`src/rtl/downcounter_sync.sv`:
```
// Loadable WIDTH-bit down counter with enable and combinational terminal count.
// Define DOWNCOUNTER_SYNC_SATURATE_EN to make the count stick at zero instead of wrapping.
module downcounter_sync #(
   parameter int              WIDTH    = 4,
   parameter longint unsigned LOAD_VAL = (64'd1 << WIDTH) - 64'd1
) (
   input  logic             clk,
   input  logic             rst,
   input  logic             ld,
   input  logic             en,
   output logic [WIDTH-1:0] q,
   output logic             tc
);

   localparam logic [WIDTH-1:0] LOAD_Q = LOAD_VAL[WIDTH-1:0];

   logic [WIDTH-1:0] q_next;
   logic             at_zero;

   assign at_zero = (q == '0);
   assign tc      = at_zero & en;

   // NOTE: q_next gets a default before any branch, so no path leaves it unassigned (no latch).
   always_comb begin
      q_next = q;
      if (ld) begin
         q_next = LOAD_Q;
      end else if (en) begin
`ifdef DOWNCOUNTER_SYNC_SATURATE_EN
         if (!at_zero) q_next = q - WIDTH'(1);
`else
         q_next = q - WIDTH'(1);
`endif
      end
   end

   // NOTE: state registers use non-blocking assignment so every flop samples pre-edge values.
   always_ff @(posedge clk or negedge rst) begin
      if (!rst) q <= '0;
      else      q <= q_next;
   end

endmodule

```
`config.mk`:
```
export PLATFORM = sky130hd
export DESIGN_NAME = downcounter_sync
export DESIGN_NICKNAME = d
export VERILOG_FILES = /design/src/rtl/downcounter_sync.sv
export SDC_FILE = /design/constraint.sdc
export NUM_CORES = 1
export LEC_CHECK = 0
export ABC_CLOCK_PERIOD_IN_PS = 2000
export CAP_MARGIN = 20
export CORE_AREA = 2 2 39 41
export CTS_BUF_LIST = sky130_fd_sc_hd__clkbuf_2 sky130_fd_sc_hd__clkbuf_4 sky130_fd_sc_hd__clkbuf_8
export DETAILED_ROUTE_END_ITERATION = 7
export DIE_AREA = 0 0 41 43
export GPL_ROUTABILITY_DRIVEN = 0
export GPL_TIMING_DRIVEN = 0
export PLACE_DENSITY_LB_ADDON = 0.15
export SYNTH_ARGS = -nofsm -noshare
export SYNTH_HDL_FRONTEND = slang
export SYNTH_SLANG_ARGS = --single-unit
```
`constraint.sdc`:
```
create_clock -name clk -period 2 [get_ports clk]
set_clock_uncertainty 0.05 [all_clocks]
set_input_delay 0.5 -clock clk [delete_from_list [all_inputs] [get_ports clk]]
set_output_delay 0.5 -clock clk [all_outputs]
set_load 0.05 [all_outputs]
```
==> flow_summary_export.csv <==
group,metric,value,unit
final_layout,largest_reg_flops,4,
hold_path,hold_path_class,"in -> async",
drt,num_vias,175,
floorplan,std_cell_rows,14,
synthesis,yosys.area_share.adder,10.4,%
placed_design,dpl_cell_area,342,µm²
synthesis,syn_avg_cell_area,11.5,µm²
worst_setup_path,count_of_buffer_and_inverter_cells_on_the_critical_path,1,
global_routing,first_global_vias,171,
sta,max_freq,0.510,GHz
synthesis,synth_top_cell_by_area,"dfrtp_1",
final_layout,num-nets-final,40,
final_layout,syn_to_final_growth,47.7,%
power_and_ir_drop,peakVddDrop,0.224,mV
worst_setup_path,critical-path-slowest-cell,"clkdlybuf4s50_1",
synthesis,mappedNetlistArea,241,µm²
final_layout,final_design_area_no_fill,357,µm²
power_and_ir_drop,power_switching_share,27.0,%
synthesis,synthesis.instances,21,
clock_tree,cts_made_buffers,3,
clock_tree,clock-root-buffer,"clkbuf_4",
drt,drt_pass1_iterations,1,
drt,post-route-drc-count,0,
global_routing,grt_start_max_net_pins,8,
global_routing,global_route.overflow_total,0,
sta,period_minus_slack,1960,ps
power_and_ir_drop,p_clk_share,41.3,%
worst_setup_path,setup.worst_path.start_class,"flop",
synthesis,synthXorXnorAreaFrac,3.63,%
clock_tree,tritoncts,"built",
final_layout,fill_cells,156,
power_and_ir_drop,combinational_share_of_power,18.8,%
final_layout,max_flop_register,"q",
synthesis,synth_cell_types,16,
worst_setup_path,cp_top_family,"buffers and inverters",
synthesis,synth_simple_gate_area_share,29.0,%
drt,totalWireLength,474,µm
drt,detailedRoute.firstIterationViolations,0,
power_and_ir_drop,power.density_cell_area,648,nW/µm²
final_layout,largestRegisters,"q: 4 flops",
sta,timing.final.crit_share,98.1,%
drt,routed_wire_per_std_cell,9.88,µm
synthesis,synth-compound-area-share,8.29,%
floorplan,floorplan.initialDensity,17.5,%
global_routing,grt_antenna_before_repair,0,
sta,report.final.hold_viol_count,0,
clock_tree,ctsHtreeMaxLevel,1,
floorplan,chipHeight,43,µm
clock_tree,cts.clk_slew.worst_paths,40,ps
synthesis,postSynthNetCount,27,
sta,timing_max_transition_violations_final,0,
clock_tree,cts-root-to-sink-buffers,2,
drt,detail-route-antenna-nets,0,
run,drv_cap,0,
floorplan,design.core.area,1380,µm²
sta,timing_worst_slew_pin_value,488,ps
clock_tree,post-cts-setup-buffer-count,0,
floorplan,ioPinCount,9,
worst_setup_path,worst_path_largest_cell_delay,810,ps
placed_design,dpl.hpwl,388,µm
clock_tree,clock_sinks,4,
clock_tree,clk-insertion-delay-late,230,ps
synthesis,ys_ff_latch,4,
floorplan,die_width,41,µm
clock_tree,cts_hold_buf,0,
sta,max_slew_margin,67.3,%
synthesis,synth_seq_area_share,41.5,%
synthesis,post-synth-top-area-fraction,41.5,%
synthesis,synth_top_family_by_area,"simple AND/OR/NAND/NOR gates",
power_and_ir_drop,switching_power,0.0624,mW
power_and_ir_drop,pwr-share-seq,39.9,%
run_status,outcome,"finished clean",
worst_setup_path,critPathKind,"reg -> out",
global_routing,track_usage,6.76,%
final_layout,antenna-diode-count,0,
floorplan,die_area,1760,µm²
synthesis,yosys-top-cells-area,"dfrtp_1, ha_1, nor4b_4, and4bb_2, mux2i_1",
placed_design,port-buffer-count,8,
drt,vias_per_cell,3.65,
power_and_ir_drop,intPower,0.169,mW
synthesis,synth.area.mux_share,4.15,%
sta,unrepaired_setup_endpoints_after_global_routing,"false",
synthesis,ys.warnings.count,0,
worst_setup_path,critical_path_arrival,1410,ps
final_layout,drive_gt1_share,21.9,%
sta,post-route-worst-setup-slack,38.8,ps
final_layout,final_core_utilization,25.8,%
worst_setup_path,endpoint_kind,"primary output",
placed_design,detailedPlace.worstSlack,-705,ps
worst_setup_path,worst-path-max-fanout,4,
worst_setup_path,path_cells,"clkdlybuf4s50_1",
worst_setup_path,crit_required,1450,ps
global_routing,grt_pass1_wl,745,µm
power_and_ir_drop,leakagePower,0.165,nW
sta,setup_viol_count_final,0,
routing by layer:
layer	vias up	global-route usage [%]	routed length [µm]
met1	74	9.15	218
met5	-	0	0
li1	94	-	-
met4	0	8.00	0
met3	0	1.57	39
met2	7	7.50	215
Yosys cell counts (all sizes together):
cell type / instances
dfrtp: 4
ha: 2
inv: 2
a21o: 1
a21oi: 1
and3: 1
and4bb: 1
mux2i: 1
nand2: 1
nand2b: 1
nor2: 1
nor2b: 1
nor4b: 1
o21bai: 1
or2: 1
xnor2: 1
worst paths after layout:
kind | start | to | slack, ps | cells after the start
min reg2reg | q[3] | q[3] | 550 | 2
max | q[3] | q[3] | 40 | 1
max reg2reg | q[0] | q[2] | 780 | 4
min | rst | q[3] | 420 | 1
min in group clk | q[3] | q[3] | 550 | 2
max in group asynchronous | rst | q[2] | 1320 | 1
per-stage QoR:
stage                     power [mW]  setup TNS, ps  instances  hold WS [ps]
final                          0.231              0         48           418
after global routing           0.244              0         48           433
after CTS                      0.239              0         48           413
after detailed placement       0.141           -705         45           555
after global placement         0.140           -702         45           545
after floorplan                0.119              0         21           154
logic make-up (layout without fill, tap and decap cells):
logic type      count (synthesis)  in the layout
compound gates                  3              3
buf+inv                         2             13
mux                             1              1
flops                           4              4
fa+ha+maj                       2              2
simple gates                    8              8
xor+xnor                        1              1
worst register-to-register path: stages (launching register included):
cell and delay (ps):
dfrtp_1 440, inv_1 100, ha_1 210, and3_2 210, o21bai_1 130
placed cells by master (no fill, tap or decap):
master,instances
clkbuf_4,3
or2_1,1
buf_4,1
mux2i_1,1
o21bai_1,1
clkdlybuf4s50_1,3
and4bb_2,1
xnor2_1,1
nand2_1,1
a21o_1,1
inv_1,2
a21oi_1,1
nor2b_1,1
ha_1,2
dfrtp_1,4
nand2b_1,1
nor2_1,1
and3_2,1
nor4b_4,1
dlygate4sd2_1,4
timing repair:
| item | in CTS | in global routing |
|---|---|---|
| resized for setup | 10 | 0 |
| endpoints found under the hold margin | 0 | 0 |
| setup endpoints to repair | 4 | 0 |
power groups by stage:
stage	Clock, mW	Combinational, mW	Sequential [mW]
3_3_place_gp	0	0.0467	0.0931
2_1_floorplan	0	0.0129	0.106
5_1_grt	0.102	0.0482	0.0929
6_report	0.0954	0.0434	0.0923
4_1_cts	0.103	0.0438	0.0924
3_5_place_dp	0	0.0472	0.0936
cell type report:
class / instances / area (µm²) / area share [%]
inverters: 2 / 7.51 / 2.11
repair buffers: 8 / 72.6 / 20.4
clock buffers: 3 / 22.5 / 6.32
multi-input cells: 15 / 134 / 37.5
flip-flops and latches: 4 / 100 / 28.1
well taps: 16 / 20.0 / 5.61
(Power assumes the default switching activity.)
